===== src/rtl/game_pkg.sv =====
// Shared screen constants and the slot record used by the shot and enemy-bullet stages.
package game_pkg;

  localparam int unsigned COORD_W = 10;
  localparam int unsigned TOP_Y   = 10;
  localparam int unsigned PLAY_W  = 440;
  localparam int unsigned PLAY_H  = 480;

  typedef struct packed {
    logic               valid;
    logic [COORD_W-1:0] x;
    logic [COORD_W-1:0] y;
  } slot_t;

endpackage


===== src/rtl/shot_slot.sv =====
// One shot slot: holds valid/x/y, moves the shot up each tick and retires it on a hit
// or when the next step would cross the playfield top.
module shot_slot
  import game_pkg::COORD_W, game_pkg::slot_t;
#(
  parameter int unsigned SHOT_SPEED = 12,
  parameter int unsigned TOP_Y      = game_pkg::TOP_Y
) (
  input  logic               clk22,
  input  logic               rst_n,
  input  logic               clear,
  input  logic               load,
  input  logic [COORD_W-1:0] load_x,
  input  logic [COORD_W-1:0] load_y,
  input  logic               hit,
  output slot_t              slot
);

  localparam logic [COORD_W-1:0] RETIRE_Y = COORD_W'(TOP_Y + SHOT_SPEED);
  localparam logic [COORD_W-1:0] STEP     = COORD_W'(SHOT_SPEED);

  slot_t slot_q, slot_d;

  // Retire check precedes the subtraction so y can never wrap.
  always_comb begin
    slot_d = slot_q;
    if (load) begin
      slot_d.valid = 1'b1;
      slot_d.x     = load_x;
      slot_d.y     = load_y;
    end else if (slot_q.valid) begin
      if (hit) begin
        slot_d.valid = 1'b0;
      end else if (slot_q.y < RETIRE_Y) begin
        slot_d.valid = 1'b0;
      end else begin
        slot_d.y = slot_q.y - STEP;
      end
    end
  end

  always_ff @(posedge clk22) begin
    if (!rst_n || clear) begin
      slot_q <= '0;
    end else begin
      slot_q <= slot_d;
    end
  end

  assign slot = slot_q;

endmodule


===== src/rtl/reimu_shot.sv =====
// Player-shot manager: spawns shots into the lowest free slot on a cooldown and
// reports the live pool to the collision and draw stages.
module reimu_shot
  import game_pkg::COORD_W, game_pkg::slot_t;
#(
  parameter int unsigned NSHOT      = 4,
  parameter int unsigned SHOT_SPEED = 12,
  parameter int unsigned COOLDOWN   = 3,
  parameter int unsigned SPAWN_OFS  = 8,
  parameter int unsigned TOP_Y      = game_pkg::TOP_Y
) (
  input  logic                     clk22,
  input  logic                     rst_n,
  input  logic                     gameover,
  input  logic                     fire,
  input  logic [COORD_W-1:0]       reimux,
  input  logic [COORD_W-1:0]       reimuy,
  input  logic [NSHOT-1:0]         hit,
  output logic [NSHOT-1:0]         shot_valid,
  output logic [COORD_W*NSHOT-1:0] shot_x,
  output logic [COORD_W*NSHOT-1:0] shot_y,
  output logic [3:0]               shot_cnt
);

  localparam int unsigned        CD_W      = (COOLDOWN > 0) ? $clog2(COOLDOWN + 1) : 1;
  localparam logic [CD_W-1:0]    CD_RELOAD = CD_W'(COOLDOWN);
  localparam logic [COORD_W-1:0] SPAWN_MIN = COORD_W'(TOP_Y + SPAWN_OFS);
  localparam logic [COORD_W-1:0] OFS       = COORD_W'(SPAWN_OFS);

  slot_t              slots [NSHOT];
  logic [NSHOT-1:0]   free_slots;
  logic [NSHOT-1:0]   first_free;
  logic [NSHOT-1:0]   load;
  logic               found;
  logic               spawn;
  logic [COORD_W-1:0] spawn_y;
  logic [CD_W-1:0]    cd_q, cd_d;

  // Free slots come from the registered valids, so a slot freed this tick waits a tick.
  assign free_slots = ~shot_valid;

  always_comb begin
    first_free = '0;
    found      = 1'b0;
    for (int i = 0; i < int'(NSHOT); i++) begin
      if (free_slots[i] && !found) begin
        first_free[i] = 1'b1;
        found         = 1'b1;
      end
    end
  end

  assign spawn   = fire && (cd_q == '0) && (|free_slots) && (reimuy >= SPAWN_MIN);
  assign spawn_y = reimuy - OFS;
  assign load    = first_free & {NSHOT{spawn}};

  // Blocked fire leaves cd alone; it only reloads on an actual spawn.
  always_comb begin
    cd_d = cd_q;
    if (spawn) begin
      cd_d = CD_RELOAD;
    end else if (cd_q != '0) begin
      cd_d = cd_q - CD_W'(1);
    end
  end

  always_ff @(posedge clk22) begin
    if (!rst_n || gameover) begin
      cd_q <= '0;
    end else begin
      cd_q <= cd_d;
    end
  end

  for (genvar i = 0; i < NSHOT; i++) begin : g_slot
    shot_slot #(
      .SHOT_SPEED(SHOT_SPEED),
      .TOP_Y     (TOP_Y)
    ) u_slot (
      .clk22 (clk22),
      .rst_n (rst_n),
      .clear (gameover),
      .load  (load[i]),
      .load_x(reimux),
      .load_y(spawn_y),
      .hit   (hit[i]),
      .slot  (slots[i])
    );

    assign shot_valid[i]                   = slots[i].valid;
    assign shot_x[i*COORD_W +: COORD_W]    = slots[i].x;
    assign shot_y[i*COORD_W +: COORD_W]    = slots[i].y;
  end

  always_comb begin
    shot_cnt = '0;
    for (int i = 0; i < int'(NSHOT); i++) begin
      shot_cnt = shot_cnt + 4'(shot_valid[i]);
    end
  end

endmodule

===== config.mk =====
export PLATFORM = sky130hd
export DESIGN_NAME = reimu_shot
export DESIGN_NICKNAME = d
export VERILOG_FILES = /design/src/rtl/game_pkg.sv /design/src/rtl/shot_slot.sv /design/src/rtl/reimu_shot.sv
export SDC_FILE = /design/constraint.sdc
export NUM_CORES = 1
export LEC_CHECK = 0
export ABC_AREA = 1
export BUFFER_PORTS_ARGS = -buffer_cell sky130_fd_sc_hd__buf_2
export CAP_MARGIN = 40
export CORE_ASPECT_RATIO = 0.75
export CORE_UTILIZATION = 41
export CTS_CLUSTER_DIAMETER = 150
export DETAILED_ROUTE_END_ITERATION = 6
export HOLD_SLACK_MARGIN = 0.1
export PLACE_DENSITY = 0.75
export SLEW_MARGIN = 40
export SYNTH_ARGS = -nofsm -noshare
export SYNTH_HDL_FRONTEND = slang
export SYNTH_SLANG_ARGS = --single-unit
export TNS_END_PERCENT = 50

===== constraint.sdc =====
create_clock -name clk22 -period 5 [get_ports clk22]
set_clock_uncertainty 0.15 [all_clocks]
set_input_delay 0 -clock clk22 [delete_from_list [all_inputs] [get_ports clk22]]
set_output_delay 0 -clock clk22 [all_outputs]
set_load 0.05 [all_outputs]

==> run_results.csv <==
group,metric,value,unit
cells_and_area,fill_cells,1091,
clock_tree,post_cts_resized,0,
timing,min_period,2.92,ns
yosys,yosys-top-cells-area,"dfxtp_1 (37%), nand2_1 (17%), a21oi_1 (6.0%)",
placed_design,place_congestion,0.888,
clock_tree,cts-root-buf,"clkbuf_16",
setup_path,path_cells,"ha_1, nand3_1, nand3_1, inv_2, nand3_4, o211ai_1, dlygate4sd3_1, nor2_1, dlygate4sd3_1",
timing,final_hold_viol_count,0,
setup_path,arrival,3.00,ns
drt,drt_iter0_markers,307,
drt,routed_wl,12900,um
setup_path,reg2reg_from,"g_slot[0].u_slot.slot[20]",
yosys,seq_area_frac_synth,37.1,%
yosys,synthTopCellsByCount,"nand2_1 (214), dfxtp_1 (86), inv_1 (73), nor2_1 (65)",
cells_and_area,drive_above_1_share,20.9,%
yosys,synth_fp_nets,723,
yosys,synth_ff_type,"dfxtp_1",
cells_and_area,final_util,52.4,%
grt,grt_pass1_vias,4053,
yosys,synthArstFlopShare,0,%
die,initial_utilization,42.3,%
yosys,yosysMostFrequentCell,"nand2_1",
die,core_area,11000,um2
setup_path,start_kind,"flop",
setup_path,reg2reg_depth,9,
setup_path,crit_required,5.08,ns
clock_tree,cts_buffer_depth,2,
drt,wire_per_inst,13.6,um
pwr,p_leak,2.84,nW
grt,grt_pass1_wl,20800,um
timing,fmax,342,MHz
setup_path,crit_slowest_cell,"dlygate4sd3_1",
cells_and_area,postLayoutCellArea,5760,um2
setup_path,endpoint,"g_slot[2].u_slot.slot[2]",
timing,relSlewSlack,48.3,%
clock_tree,clk_pin_slew,0.06,ns
die,ios,116,
clock_tree,clock_latency,0.35,ns
setup_path,crit_cells,9,
setup_path,cpPeakStageDelay,0.58,ns
pwr,vdd_drop_max,0.000200,V
yosys,netlist_area,4640,um2
die,placementRows,33,
die,die_h,94.2,um
placed_design,dp_hpwl,8970,um
timing,hold_slack,0.127,ns
setup_path,worstPathBufferInverterCount,3,
placed_design,postPlaceCellArea,5210,um2
timing,finalSetupViolCount,0,
grt,track_usage,22.8,%
yosys,synth-edff-count,0,
status,violations,"design-rule violations",
timing,worst_pin_slew,0.776,ns
clock_tree,cts_tree,"built",
placed_design,numPlacedInstances,909,
hold_path,hold_class,"in2reg",
yosys,yosys.area.top_type_share,37.1,%
cells_and_area,regArea,1720,um2
drt,drc,10,
grt,grt_max_degree,70,
clock_tree,cts_buffers,9,
setup_path,critical_path.max_fanout,23,
pwr,p_per_area,266,nW/um2
yosys,ys_ff_latch,86,
clock_tree,cts_sinks,86,
grt,antenna_found_initial,0,
grt,overflow,0,
drt,vias,4753,
setup_path,path_delay_family,"buffers and inverters",
yosys,post_synth.cell_area_avg,6.84,um2
setup_path,rr_endpoint,"g_slot[2].u_slot.slot[2]",
cells_and_area,antenna_cells,0,
yosys,yosysUniqueCellTypes,34,
placed_design,io_buffers,114,
cells_and_area,layoutNonFillerInstCount,952,
yosys,synth_area_leader_cell,"dfxtp_1",
drt,firstDrtPassIters,7,
cells_and_area,multiInputGateArea,2430,um2
setup_path,r2r_setup_slack,2.08,ns
cells_and_area,final_nets,851,
setup_path,startpoint,"g_slot[0].u_slot.slot[20]",
timing,period_share,58.4,%
timing,rsz0062_at_grt,"false",
timing,tns,0,ns
clock_tree,cts_htree_levels,3,
yosys,yosysWarningCount,0,
yosys,synthCells,679,
cells_and_area,area_growth,24.1,%
drt,routed_via_density,4.99,
die,die_x,125,um
drt,ant_nets,0,
die,die_area,11800,um2
setup_path,endpoint_kind,"flop",
setup_path,critical_path_class,"reg2reg",
flow_run,drv_cap,0,
status,outcome,"complete, but fails checks",
timing,drv_slew,0,
-- routing by layer --
metal / global-route usage (%) / vias to the layer above / share of wire (%)
met2: 34.0 / 207 / 42
li1: - / 2390 / -
met4: 6.50 / 0 / 1.2
met1: 30.8 / 2143 / 47
met3: 7.97 / 13 / 10
met5: 0 / - / 0
-- worst min-delay path, stage by stage --
cell and delay [ns]:
buf_2 0.11, nand4_1 0.09, nand2_1 0.17, nand2_1 0.08, nand2_1 0.06, a21oi_1 0.05
-- kinds of logic (layout without fill, tap and decap cells) --
family	after synthesis	after routing	share of synthesized area, %
adders and majority gates	16	16	4.47
xor gates and xnor gates	14	14	2.64
DFF	86	86	37.1
other	1	1	0.0808
and+or+nand+nor	370	370	34.9
AOI/OAI and AO/OA	87	87	10.2
buffers and inverters	105	238	10.6
-- layout by cell type, fill, tap and decap left out, types with 4 or more instances in the layout --
cell and instances:
nand2_1 214, buf_2 114, dfxtp_1 86, inv_1 73
nor2_1 65, nand3_1 56, a21oi_1 56, dlygate4sd3_1 27
ha_1 15, nand2_2 12, o21ai_0 12, nand4_1 10
a21oi_2 9, clkbuf_16 9, xnor2_1 8, o21ai_1 8
xor2_1 6, inv_2 4
-- worst min-delay path by stage --
| stage | startpoint | end | slack [ns] | depth (start not counted) |
|---|---|---|---|---|
| after floorplan | reimux[1] | g_slot[3].u_slot.slot[11] | -0.007 | 2 |
| after global placement | reimux[9] | g_slot[2].u_slot.slot[19] | 0.14 | 3 |
| after detailed placement | reimux[9] | g_slot[2].u_slot.slot[19] | 0.14 | 3 |
| after CTS | reimuy[6] | g_slot[1].u_slot.slot[6] | 0.10 | 6 |
| after global routing | reimuy[6] | g_slot[1].u_slot.slot[6] | 0.14 | 6 |
| final | reimuy[6] | g_slot[0].u_slot.slot[6] | 0.13 | 6 |
-- per-stage QoR --
| stage | power [mW] | worst slack, ns |
|---|---|---|
| 6_report | 1.53 | 2.08 |
| 5_1_grt | 1.60 | 1.97 |
| 4_1_cts | 1.55 | 2.11 |
| 3_5_place_dp | 0.892 | 2.77 |
| 3_3_place_gp | 0.890 | 2.86 |
| 2_1_floorplan | 0.846 | 2.64 |
-- what timing repair did --
item | in CTS | in global routing
hold buffers | 27 | 0
hold endpoints to repair | 79 | 0
buffers inserted | 0 | 0
-- final cells by class --
cell class | count | area share (%)
Clock inverter | 7 | 0.999
Sequential cell | 86 | 29.9
Inverter | 80 | 5.30
Clock buffer | 9 | 3.91
Tap cell | 140 | 3.04
Multi-Input combinational cell | 488 | 42.1
Timing Repair Buffer | 142 | 14.7
-- power by group --
part           leakage, nW  internal (mW)  total, mW  switching (mW)
combinational         2.01         0.0577      0.189           0.132
clock                0.134          0.342      0.637           0.295
sequential           0.694          0.695      0.704         0.00891
-- state kept, by name (all words and copies together) (netlist names) --
signal,cells
g_slot.u_slot.slot,84
cd_q,2
Power figures use the tool's default switching activity.
